File: config.mk
export PLATFORM = sky130hd
export DESIGN_NAME = pipe_scroller
export DESIGN_NICKNAME = d
export VERILOG_FILES = /design/src/rtl/game_pkg.sv /design/src/rtl/gap_lfsr.sv /design/src/rtl/pipe_scroller.sv
export SDC_FILE = /design/constraint.sdc
export NUM_CORES = 1
export LEC_CHECK = 0
export ABC_CLOCK_PERIOD_IN_PS = 7600
export CAP_MARGIN = 15
export CORE_MARGIN = 1
export CORE_UTILIZATION = 31
export CTS_CLUSTER_SIZE = 14
export DETAILED_ROUTE_END_ITERATION = 6
export MAX_ROUTING_LAYER = met4
export SYNTH_ARGS = -nofsm -noshare
export SYNTH_HDL_FRONTEND = slang
export SYNTH_HIERARCHICAL = 1
export SYNTH_SLANG_ARGS = --single-unit
File: constraint.sdc
create_clock -name game_clk -period 7.6 [get_ports game_clk]
set_clock_uncertainty 0.05 [all_clocks]
set_input_delay 0.76 -clock game_clk [delete_from_list [all_inputs] [get_ports game_clk]]
set_output_delay 0.76 -clock game_clk [all_outputs]
set_load 0.01 [all_outputs]
File: src/rtl/game_pkg.sv
// ============================================================================
// Module  : game_pkg
// Brief   : Shared types and constants for the pipe scroller game slice.
// Revision: 1.0 - initial release
// ============================================================================
`default_nettype none

package game_pkg;

    typedef enum logic [1:0] {
        IDLE   = 2'd0,
        SCROLL = 2'd1,
        FROZEN = 2'd2
    } state_t;

    localparam logic [15:0] LFSR_SEED = 16'hACE1;
    localparam logic [9:0]  SCORE_MAX = 10'd999;
    localparam int unsigned COORD_W   = 11;

endpackage

`default_nettype wire

File: src/rtl/gap_lfsr.sv
// ============================================================================
// Module  : gap_lfsr
// Brief   : 16-bit Fibonacci LFSR folded into the legal pipe-gap y range.
// Revision: 1.0 - initial release
// ============================================================================
`default_nettype none

module gap_lfsr
    import game_pkg::*;
#(
    parameter int Y_MIN = 100,
    parameter int Y_MAX = 300
) (
    input  logic               game_clk,
    input  logic               reset,
    input  logic               advance,
    output logic [COORD_W-1:0] gap_y
);

    localparam logic [COORD_W-1:0] C_Y_MIN = COORD_W'(Y_MIN);
    localparam logic [COORD_W-1:0] C_SPAN  = COORD_W'(Y_MAX - Y_MIN);

    logic [15:0]        r_lfsr;
    logic               w_fb;
    logic [COORD_W-1:0] w_r;

    // Taps 16,14,13,11 in right-shift form: bits 0,2,3,5 feed bit 15.
    assign w_fb = r_lfsr[0] ^ r_lfsr[2] ^ r_lfsr[3] ^ r_lfsr[5];
    assign w_r  = {{(COORD_W-8){1'b0}}, r_lfsr[7:0]};

    always_ff @(posedge game_clk) begin
        if (reset) begin
            r_lfsr <= LFSR_SEED;
        end else if (advance) begin
            r_lfsr <= {w_fb, r_lfsr[15:1]};
        end
    end

    always_comb begin
        if (w_r <= C_SPAN) begin
            gap_y = C_Y_MIN + w_r;
        end else begin
            gap_y = C_Y_MIN + w_r - C_SPAN - COORD_W'(1);
        end
    end

endmodule

`default_nettype wire

File: src/rtl/pipe_scroller.sv
// ============================================================================
// Module  : pipe_scroller
// Brief   : Scrolls NUM_PIPES pipes leftwards, wraps them with fresh gaps, scores.
// Revision: 1.0 - initial release
// ============================================================================
`default_nettype none

module pipe_scroller
    import game_pkg::*;
#(
    parameter int NUM_PIPES = 2,
    parameter int SCREEN_W  = 640,
    parameter int PIPE_W    = 40,
    parameter int Y_MIN     = 100,
    parameter int Y_MAX     = 300,
    parameter int SPEED_W   = 4
) (
    input  logic                                game_clk,
    input  logic                                reset,
    input  logic                                enable,
    input  logic                                freeze,
    input  logic                                restart,
    input  logic [SPEED_W-1:0]                  speed,
    input  logic [COORD_W-1:0]                  bird_x,
    output logic [NUM_PIPES-1:0][COORD_W-1:0]   pipe_x,
    output logic [NUM_PIPES-1:0][COORD_W-1:0]   pipe_y,
    output logic                                score_pulse,
    output logic [9:0]                          score,
    output logic                                frozen
);

    localparam int                 SPACING  = SCREEN_W / NUM_PIPES;
    localparam logic [COORD_W-1:0] C_SCREEN = COORD_W'(SCREEN_W);
    localparam logic [COORD_W-1:0] C_Y_INIT = COORD_W'((Y_MIN + Y_MAX) / 2);
    localparam logic [COORD_W:0]   C_PIPE_W = (COORD_W+1)'(PIPE_W);

    state_t                             r_state;
    logic                               w_reinit;
    logic                               w_move;
    logic                               w_score_evt;
    logic [COORD_W-1:0]                 w_speed;
    logic [COORD_W-1:0]                 w_gap_y;
    logic [COORD_W:0]                   w_bird;
    logic [NUM_PIPES-1:0]               w_wrap;
    logic [NUM_PIPES-1:0]               w_hit;
    logic [NUM_PIPES-1:0][COORD_W-1:0]  w_next_x;

    assign w_reinit = reset || ((r_state == FROZEN) && restart);
    assign w_move   = (r_state == SCROLL) && enable && !freeze;
    assign w_speed  = {{(COORD_W-SPEED_W){1'b0}}, speed};
    assign w_bird   = {1'b0, bird_x};

    gap_lfsr #(
        .Y_MIN (Y_MIN),
        .Y_MAX (Y_MAX)
    ) u_gap_lfsr (
        .game_clk (game_clk),
        .reset    (w_reinit),
        .advance  (w_move),
        .gap_y    (w_gap_y)
    );

    for (genvar i = 0; i < NUM_PIPES; i++) begin : g_pipe
        logic [COORD_W:0] w_old_edge;
        logic [COORD_W:0] w_new_edge;

        assign w_wrap[i]   = pipe_x[i] < w_speed;
        assign w_next_x[i] = w_wrap[i] ? (pipe_x[i] + C_SCREEN - w_speed)
                                       : (pipe_x[i] - w_speed);
        assign w_old_edge  = {1'b0, pipe_x[i]} + C_PIPE_W;
        assign w_new_edge  = {1'b0, w_next_x[i]} + C_PIPE_W;
        // A wrapping pipe jumps right, so it can never be "passing" the bird.
        assign w_hit[i]    = !w_wrap[i] && (w_old_edge >= w_bird) && (w_new_edge < w_bird);
    end

    assign w_score_evt = |w_hit;

    always_ff @(posedge game_clk) begin
        if (w_reinit) begin
            r_state     <= IDLE;
            score       <= '0;
            score_pulse <= 1'b0;
            frozen      <= 1'b0;
            for (int i = 0; i < NUM_PIPES; i++) begin
                pipe_x[i] <= COORD_W'((i + 1) * SPACING - 1);
                pipe_y[i] <= C_Y_INIT;
            end
        end else begin
            score_pulse <= 1'b0;
            case (r_state)
                IDLE: begin
                    if (enable) begin
                        r_state <= SCROLL;
                    end
                end
                SCROLL: begin
                    if (freeze) begin
                        r_state <= FROZEN;
                        frozen  <= 1'b1;
                    end else if (!enable) begin
                        r_state <= IDLE;
                    end else begin
                        for (int i = 0; i < NUM_PIPES; i++) begin
                            pipe_x[i] <= w_next_x[i];
                            if (w_wrap[i]) begin
                                pipe_y[i] <= w_gap_y;
                            end
                        end
                        score_pulse <= w_score_evt;
                        if (w_score_evt && (score != SCORE_MAX)) begin
                            score <= score + 10'd1;
                        end
                    end
                end
                FROZEN: begin
                    frozen <= 1'b1;
                end
                default: begin
                    r_state <= IDLE;
                    frozen  <= 1'b0;
                end
            endcase
        end
    end

endmodule

`default_nettype wire

==> results of run 1 <==
==> flip-flops by register name, indices dropped and copies added (netlist names) <==
register,cells
r_state,2
u_gap_lfsr/r_lfsr,16
pipe_y,22
score,10
pipe_x,22
frozen,1
score_pulse,1
==> layout by cell type (no fill, tap or decap), drive strengths merged, types with 5 or more instances in the layout <==
master / count
inv: 63
a21oi: 62
clkdlybuf4s50: 75
and3: 8
xor2: 12
or3: 7
a31oi: 12
nand2b: 16
or4: 5
nor2: 43
o21a: 7
nor2b: 10
a21boi: 5
clkbuf: 11
nand3b: 8
mux2i: 19
ha: 102
nand3: 30
nand2: 116
fa: 8
xnor2: 39
dfxtp: 74
nor3: 12
o211ai: 19
o21ai: 28
a211oi: 11
a21o: 7
buf: 5
o31ai: 8
==> cell type report <==
| class | count | share of cell area (%) |
|---|---|---|
| sequential | 74 | 18.40 |
| clock inverter | 4 | 0.6372 |
| timing repair buffer | 80 | 9.792 |
| inverter | 63 | 2.938 |
| multi-input combinational | 658 | 60.94 |
| tap | 275 | 4.274 |
| clock buffer | 11 | 3.015 |
==> final timing paths <==
| path | end | slack [ns] | cells past startpoint |
|---|---|---|---|
| worst max-delay path | score[8] | 1.93 | 19 |
| worst min-delay path | pipe_y[20] | 0.41 | 2 |
| worst max register to register | score[8] | 2.35 | 18 |
| worst min register to register | pipe_y[20] | 0.41 | 2 |
==> synthesized netlist by cell type, types with 3 or more instances <==
cell type	n
nand3b_1	8
or4_1	5
nor3b_1	3
a21o_1	7
xnor2_1	39
nand2b_1	16
o21a_1	6
ha_1	102
fa_1	8
o211a_1	3
a211oi_1	10
buf_6	4
nand2_1	116
nor2b_1	9
inv_1	61
nand4_1	3
dfxtp_1	74
buf_2	5
and2_1	3
nor2_1	42
o31ai_1	8
mux2i_1	19
o22ai_1	3
a31oi_1	10
a211o_1	3
o21ai_0	25
a21boi_0	3
and3_1	8
nand3_1	30
a21oi_1	61
or3_1	6
xor2_1	12
o41ai_1	3
clkbuf_1	16
buf_4	5
o211ai_1	17
nor3_1	12
==> through the flow <==
step | power, mW | std cells | hold WS (ns) | instance area [µm²]
CTS | 1.128 | 1165 | 0.4131 | 8050
floorplan | 0.6105 | 827 | 0.3913 | 6795
detailed placement | 0.6845 | 1150 | 0.4016 | 7756
global route | 1.180 | 1165 | 0.4349 | 8050
finish | 1.118 | 1165 | 0.4107 | 8050
global placement | 0.6835 | 1150 | 0.4005 | 7756
==> routing by layer <==
metal  GRT usage, %  part of all wire (%)  vias up
li1               -                     -     3038
met1          22.28                    50     2793
met2          26.53                    45      144
met3          3.415                   4.2       20
met4          3.838                   1.5        0
met5              -                     0        -
==> worst max-delay path: cells and delay by family <==
family,cells,cell delay [ns]
AO/OA/AOI/OAI,6,2.01
adder cells (fa/ha/maj),3,1.02
AND/OR/NAND/NOR,5,1.00
buffers and inverters,3,0.75
XOR/XNOR,1,0.16
multiplexers,1,0.14
==> cell families (layout without fill, tap and decap cells) <==
logic type	count (synthesis)	count (layout)	synth area share, %
other cells	1	2	0.05522
simple gates	280	280	20.56
mux	19	19	2.800
xor+xnor	51	51	6.577
compound gates	196	196	20.98
flops	74	74	21.81
buf+inv	95	158	6.061
fa+ha+maj	110	110	21.15
==> power by group through the flow <==
stage / combinational [mW] / clock (mW) / sequential, mW
finish: 0.270 / 0.439 / 0.409
floorplan: 0.195 / 0 / 0.415
global route: 0.304 / 0.466 / 0.410
detailed placement: 0.267 / 0 / 0.417
CTS: 0.270 / 0.449 / 0.409
global placement: 0.266 / 0 / 0.417
==> summary.md, run 1 <==
| Metric | Value |
|---|---|
| Status | complete, no violations |
| Total wire length | 17930 µm |
| Leakage | 3.287 nW |
| Final setup viols | 0 |
| Max Fclk | 176.3 MHz |
| 1st-iter DRT viols | 309 |
| Async set-reset flop share out of synthesis | 0% |
| Largest area contributor in the netlist | dfxtp_1 |
| Mapped Cells | 826 |
| Hold Violations, Final | 0 |
| Fin worst setup slack | 1.927 ns |
| Die Footprint | 22500 µm² |
| Final period util | 74.64% |
| Clock slew at reported path FFs | 0.06 ns |
| Post-CTS sizing | 0 |
| Layout cells sized above 1 | 5.393% |
| RSZ-0062 raised after global routing | false |
| CP peak stage delay | 0.54 ns |
| Chip width | 150.0 µm |
| Core ar. | 21220 µm² |
| Via density | 5.146 |
| CTS Sinks | 74 |
| Critical R2R Launch | pipe_x[5] |
| Gr ovfl total | 0 |
| Largest net degree at the start of global routing | 33 |
| Final #Nets | 1016 |
| Num rows | 53 |
| Kind of end point of the critical path | flip-flop |
| Max Buffers Root-to-Sink | 2 |
| Post-layout util | 37.94% |
| Crit path max-delay cell type | a2bb2oi_2 |
| Area Growth Syn to Fin | 18.53% |
| Power Internal | 0.7745 mW |
| I/O pins | 76 |
| Post-DP HPWL | 13440 µm |
| Minimum clock period | 5.673 ns |
| Net Sw Power | 0.3431 mW |
| Largest cells by area after synthesis | dfxtp_1 22%, ha_1 19%, nand2_1 6.4% |
| WS Path Type | input pin to flip-flop |
| Vias post-DR | 5995 |
| IO buf count | 75 |
| Post-synth top area share | 21.81% |
| Drt pass-1 iters | 5 |
| CTS Root Cell | clkbuf_16 |
| Warnings, synthesis | 6 |
| Slew headroom | 39.14% |
| Sw Ratio | 30.70% |
| Critical Path RT | 7.77 ns |
| Hold buffers post-CTS | 0 |
| Maximum vdd drop | 0.1041 mV |
| # H-tree levels | 3 |
| Clock Power Share | 39.3% |
| Final TNS setup | 0 ns |
| Sequential element share of the synthesized area | 21.81% |
| Hold wc startpoint | pipe_y[20] |
| Mean Syn Cell Area | 8.222 µm² |
| Fill cells | 2173 |
| GP Congestion | 0.9272 |
| Min-delay worst type | flip-flop to flip-flop |
| Starting Density | 32.00% |
| Area taken by multi-input logic gates | 4906 µm² |
| Synth Flop Type | dfxtp_1 |
| Sequential cell area | 1481 µm² |
| DP Worst Slack | 1.519 ns |
| Vias in the first global route | 5757 |
| Combinational Power Share | 24.2% |
| CP startpoint kind | input pin |
| Slew @ Worst Pin | 0.9095 ns |
| Worst path cell trace | clkdlybuf4s50_1 -> inv_1 -> ha_1 -> nand4bb_1 -> o211ai_2 -> nor2_4 -> o21ai_0 -> inv_1 -> ha_1 -> o21a_2 -> xor2_1 -> ha_1 -> nand4_1 -> or3_1 -> a31oi_1 -> a2111oi_4 -> a2bb2oi_2 -> nor3_1 -> mux2i_1 |
| Residual DRC | 0 |
| Post-CTS Setup Bufs | 0 |
| Seq pwr share | 36.6% |
| Worst Path Arrival | 5.85 ns |
| Ant diodes | 0 |
| Worst Setup SP | speed[3] |
| Global-route wire length before repair | 29500 µm |
| Die Ht | 150.0 µm |
| Cell mode on critical path | ha_1 |
| Synthesized cell area | 6792 µm² |
| GRT Total Usage | 16.94% |
| Initial antenna violation count | 0 |
| Yosys cell types | 88 |
| Pwr/cell area | 138.8 nW/µm² |
| #FFs+latches synth | 74 |
| CP Max Fanout | 15 |
| Clock latency on the worst-skew pair | 0.34 ns |
| Max-slew violations | 0 |
| Drt wl/cell | 15.39 µm |
| Number of synthesized flops with an enable pin | 0 |
| Post-route ant nets | 0 |
| Maxcap violations | 0 |
| TritonCTS clock tree | yes |
| Total CTS buffers | 9 |
Note: power is estimated with default switching activity, not from simulation.
==> inputs of run 2 (changes only) <==
ABC_CLOCK_PERIOD_IN_PS = 5500   (was 7600)
clock period = 5.5 ns   (was 7.6 ns; I/O delays follow)
==> run 2 against run 1 <==
  * Sequential power rose by 37%
  * Power rose by 48%
  * Clock power rose by 54%
  * Worst hold slack got worse by 0.0091 ns
  * Critical path depth fell by 1
  * Critical endpoint is now score[6]
  * Count of clock-buffer cells in the layout fell by 2
  * Largest power group unchanged
  * Sequential cell count did not move
  * Utilization rose by 2.2 points
  * Combinational power rose by 56%
  * Highest routed layer unchanged
==> summary.md, run 2 (synthesized netlist as in run 1, its figures left out) <==
| Metric | Value |
|---|---|
| GP Congestion | 0.8942 |
| Ant diodes | 0 |
| Cell mode on critical path | ha_1 |
| Total Power | 1.659 mW |
| Hold Violations, Final | 0 |
| Design Area, Final | 8512 µm² |
| WS Path Type | input pin to flip-flop |
| Drt wl/cell | 14.90 µm |
| Die Ht | 150.0 µm |
| Final period util | 92.79% |
| 1st-iter DRT viols | 250 |
| Kind of end point of the critical path | flip-flop |
| Drt pass-1 iters | 4 |
| IO buf count | 75 |
| Minimum clock period | 5.104 ns |
| Hold buffers post-CTS | 0 |
| Clock slew at reported path FFs | 0.07 ns |
| Total wire length | 18160 µm |
| Chip width | 150.0 µm |
| Placed Area | 8132 µm² |
| Commonest non-fill, non-tap cell in the layout | nand2_1 |
| TritonCTS clock tree | yes |
| Global-route wire length before repair | 30640 µm |
| Residual DRC | 0 |
| Critical Path RT | 5.72 ns |
| Worst Path Arrival | 5.33 ns |
| Pwr/cell area | 194.9 nW/µm² |
| Crit path max-delay cell type | or4b_1 |
| Largest net degree at the start of global routing | 33 |
| Initial antenna violation count | 0 |
| Final #Nets | 1069 |
| Seq pwr share | 33.9% |
| I/O pins | 76 |
| Slew headroom | 39.83% |
| Vias in the first global route | 6048 |
| CP Max Fanout | 10 |
| Largest regs | pipe_x x22, pipe_y x22, u_gap_lfsr/r_lfsr x16 |
| Combinational Power Share | 25.3% |
| CP peak stage delay | 0.53 ns |
| Maximum vdd drop | 0.1458 mV |
| Post-DP HPWL | 13910 µm |
| CP startpoint kind | input pin |
| CTS Sinks | 74 |
| Total CTS buffers | 9 |
| Clock latency on the worst-skew pair | 0.35 ns |
| Num rows | 53 |
| Gr ovfl total | 0 |
| Die Footprint | 22500 µm² |
| Fill cells | 2189 |
| Max Fclk | 195.9 MHz |
| Area Growth Syn to Fin | 25.33% |
| Leakage | 3.571 nW |
| R2r setup slk | 0.72 ns |
| Sequential cell area | 1481 µm² |
| Final setup viols | 0 |
| Via density | 5.090 |
| Starting Density | 32.00% |
| Core ar. | 21220 µm² |
| Layout cells sized above 1 | 11.23% |
| Area taken by multi-input logic gates | 4931 µm² |
| Maxcap violations | 0 |
| GRT Total Usage | 17.60% |
| Slew @ Worst Pin | 0.8993 ns |
| Power Internal | 1.150 mW |
| Worst path cell trace | clkdlybuf4s50_1 -> inv_1 -> ha_1 -> ha_1 -> fa_1 -> nor3b_1 -> or4b_1 -> a311oi_2 -> o21ai_1 -> nor3b_2 -> xor2_1 -> ha_1 -> o21a_1 -> o21ai_0 -> o211ai_1 -> a2bb2oi_4 -> or4_1 -> a21oi_1 |
| Min-delay worst type | flip-flop to flip-flop |
| Max Buffers Root-to-Sink | 2 |
| Status | complete, no violations |
| Net Sw Power | 0.5092 mW |
| CTS Root Cell | clkbuf_16 |
| Post-layout util | 40.11% |
| Most frequent cells in the layout | 116 x nand2_1, 102 x ha_1, 75 x clkdlybuf4s50_1, 74 x dfxtp_1, 61 x inv_1 |
| Sw Ratio | 30.69% |
| Hold WS | 0.4016 ns |
| # H-tree levels | 3 |
| Clock Power Share | 40.8% |
| Post-route ant nets | 0 |
| Vias post-DR | 6205 |
| Max-slew violations | 0 |
[run 2: worst paths after layout]
| path | startpoint | to | cells past startpoint |
|---|---|---|---|
| setup / recovery | speed[1] | score[6] | 18 |
| hold / removal | pipe_y[20] | pipe_y[20] | 2 |
| setup reg to reg | pipe_x[12] | score[6] | 18 |
| hold reg to reg | pipe_y[20] | pipe_y[20] | 2 |
[run 2: per-stage QoR]
stage	std cells	setup TNS, ns	setup WS (ns)
after floorplan	827	0	0.7193
after global routing	1219	-0.005707	-0.005707
after global placement	1200	-0.7270	-0.1083
after detailed placement	1200	-0.7616	-0.1243
final	1219	0	0.3963
after CTS	1216	0	0.1970
[run 2: layout make-up]
type / count / share of cell area, %
clock inverter: 7 / 1.264
inverter: 63 / 2.778
tap: 275 / 4.042
timing repair buffer: 133 / 13.94
clock buffer: 9 / 2.646
sequential: 74 / 17.40
multi-input combinational: 658 / 57.93
[run 2: worst max-delay path, delay by kind of cell]
kind / cells / cell delay (ns)
xor gates and xnor gates: 1 / 0.18
buffers and inverters: 2 / 0.56
and+or+nand+nor: 4 / 1.45
adders and majority gates: 4 / 1.19
AOI/OAI and AO/OA: 7 / 1.39
[run 2: power by group through the flow]
stage               sequential [mW]  clock, mW  combinational [mW]
floorplan                     0.574          0               0.270
global placement              0.574          0               0.405
detailed placement            0.574          0               0.410
CTS                           0.562      0.696               0.413
global route                  0.564      0.721               0.475
finish                        0.562      0.677               0.420
[run 2: metal layers]
layer	part of all wire, %	up-vias	GRT usage, %
met5	0	-	-
met4	1.9	0	5.303
met3	4.1	26	2.957
met2	46	128	28.50
met1	48	2900	22.29
li1	-	3151	-
[run 2: repair_timing]
action                     4_1_cts  5_1_grt
buffers inserted                 0        3
hold endpoints to repair         0        0
gates resized for setup          0        6
setup endpoints to repair        0        9
==> inputs of run 3 (changes only) <==
CORE_UTILIZATION = 58   (was 31)
PLACE_DENSITY = 0.82   (was not set)
SKIP_LAST_GASP = 1   (was not set)
==> run 3 against run 2 <==
  * Utilization rose by 32 points
  * Via count up 3.9%
  * Sequential share of layout area grew 0.69 points
  * Design area down 3.8%
  * Register-to-register slack worse by 0.23 ns
  * Sequential cell count unchanged
  * Global-route usage increased by 13 points
  * Sequential power about the same
  * First-iteration DRC count rose by 98%
  * Maximum frequency decreased by 2.8%
  * Setup slack worse by 0.15 ns
  * Routed wire length is 0.98% lower
  * Critical path type unchanged
  * Critical endpoint is now score[3]
  * Largest cell class unchanged
==> summary.md, run 3 (synthesized netlist as in run 1, its figures left out) <==
| Metric | Value |
|---|---|
| Die Footprint | 12150 µm² |
| Area Growth Syn to Fin | 20.56% |
| Commonest non-fill, non-tap cell in the layout | nand2_1 |
| Post-route ant nets | 0 |
| Min-delay worst type | flip-flop to flip-flop |
| Maximum vdd drop | 0.2234 mV |
| IO buf count | 75 |
| Hold wc startpoint | pipe_y[5] |
| Final TNS setup | 0 ns |
| Total Power | 1.640 mW |
| Drt wl/cell | 16.88 µm |
| Largest regs | pipe_x x22, pipe_y x22, u_gap_lfsr/r_lfsr x16 |
| CP Max Fanout | 13 |
| Placed Area | 7824 µm² |
| Die Ht | 110.2 µm |
| Hold worst-path end | pipe_y[5] |
| WS Path Type | input pin to flip-flop |
| Clock slew at reported path FFs | 0.06 ns |
| Kind of end point of the critical path | flip-flop |
| Core ar. | 11420 µm² |
| Max Buffers Root-to-Sink | 2 |
| GP Congestion | 0.9360 |
| Most frequent cells in the layout | 116 x nand2_1, 102 x ha_1, 75 x clkdlybuf4s50_1, 74 x dfxtp_1, 61 x inv_1 |
| Fill cells | 878 |
| Critical R2R Launch | pipe_x[5] |
| Chip width | 110.2 µm |
| Vias post-DR | 6447 |
| Final period util | 95.46% |
| Final #Nets | 1047 |
| Hold path cells | 2 |
| Total CTS buffers | 9 |
| Post-layout util | 71.71% |
| TritonCTS clock tree | yes |
| Hold WS | 0.4080 ns |
| Pwr/cell area | 200.4 nW/µm² |
| RR Endpoint | score[3] |
| GRT Total Usage | 30.89% |
| Residual DRC | 0 |
| CTS Root Cell | clkbuf_16 |
| Slew headroom | 44.13% |
| 1st-iter DRT viols | 495 |
| Maxcap violations | 0 |
| Critical Path RT | 5.72 ns |
| Layout cells sized above 1 | 9.111% |
| Hold Violations, Final | 0 |
| Post-CTS Setup Bufs | 0 |
| Gr ovfl total | 0 |
| Num rows | 39 |
| Hold buffers post-CTS | 0 |
| Global-route wire length before repair | 28430 µm |
| Ant diodes | 0 |
| Drt pass-1 iters | 5 |
| Clock latency on the worst-skew pair | 0.34 ns |
| Leakage | 3.461 nW |
| I/O pins | 76 |
| RSZ-0062 raised after global routing | false |
| Design Area, Final | 8188 µm² |
| Vias in the first global route | 6054 |
| Initial antenna violation count | 0 |
| Total wire length | 17980 µm |
| # H-tree levels | 3 |
| Max Fclk | 190.5 MHz |
| Status | complete, no violations |
| CP startpoint kind | input pin |
| Max-slew violations | 0 |
| Largest net degree at the start of global routing | 38 |
| Slew @ Worst Pin | 0.8349 ns |
| R2r setup slk | 0.49 ns |
| Starting Density | 59.48% |
| Worst Path Arrival | 5.47 ns |
| Minimum clock period | 5.250 ns |
| FF-to-FF path depth | 18 |
| Final setup viols | 0 |
| CTS Sinks | 74 |
| Via density | 6.054 |
| Post-DP HPWL | 13570 µm |
## run 3: worst max-delay path: stages
cell and delay (ns):
clkdlybuf4s50_1 0.47, inv_1 0.22, ha_1 0.22, inv_1 0.07, ha_1 0.33, or4b_1 0.57, a21oi_1 0.16, o311ai_1 0.16
o221a_2 0.31, nor2_1 0.17, nand2_1 0.12, xnor2_1 0.14, ha_1 0.31, a211oi_1 0.20, a31oi_1 0.15, a2111oi_4 0.45
a2bb2oi_4 0.18, or4_1 0.52, a21oi_1 0.16
## run 3: routing by layer
metal	wire, µm	GRT usage (%)	share of wire [%]	vias to the layer above
li1	-	-	-	3113
met1	8117	37.76	45	3127
met2	8808	52.10	49	166
met3	628	4.292	3.5	41
met4	428	10.90	2.4	0
met5	0	-	0	-
## run 3: power by group
part	total (mW)	switching, mW	internal, mW
Combinational	0.411	0.226	0.185
Clock	0.665	0.241	0.424
Sequential	0.565	0.0170	0.548
## run 3: repair_timing
item,4_1_cts,5_1_grt
setup endpoints to repair,0,9
gates resized for setup,0,5
hold endpoints to repair,0,0
## run 3: worst max path at each step
| stage | startpoint | endpoint | slack [ns] | depth (start not counted) |
|---|---|---|---|---|
| after detailed placement | speed[1] | score[6] | -0.11 | 21 |
| after global placement | speed[1] | score[6] | 0.008 | 22 |
| after floorplan | speed[1] | score[9] | 0.72 | 18 |
| after CTS | speed[1] | score[3] | 0.24 | 21 |
| after global routing | speed[2] | score[3] | 0.009 | 19 |
| final | speed[3] | score[3] | 0.25 | 19 |
## run 3: metrics by stage
| step | cells | setup slack, ns |
|---|---|---|
| 2_1_floorplan | 827 | 0.7193 |
| 3_3_place_gp | 1049 | 0.007558 |
| 3_5_place_dp | 1049 | -0.1062 |
| 4_1_cts | 1065 | 0.2374 |
| 5_1_grt | 1065 | 0.008698 |
| 6_report | 1065 | 0.2499 |
## run 3: cell type report
cell class                      count  area [µm²]  share of cell area [%]
Multi-Input combinational cell    658        4933                   60.25
Clock inverter                      5       83.83                   1.024
Sequential cell                    74        1481                   18.09
Clock buffer                       11       252.7                   3.087
Tap cell                          143       178.9                   2.185
Inverter                           63       236.5                   2.888
Timing Repair Buffer              111        1021                   12.47
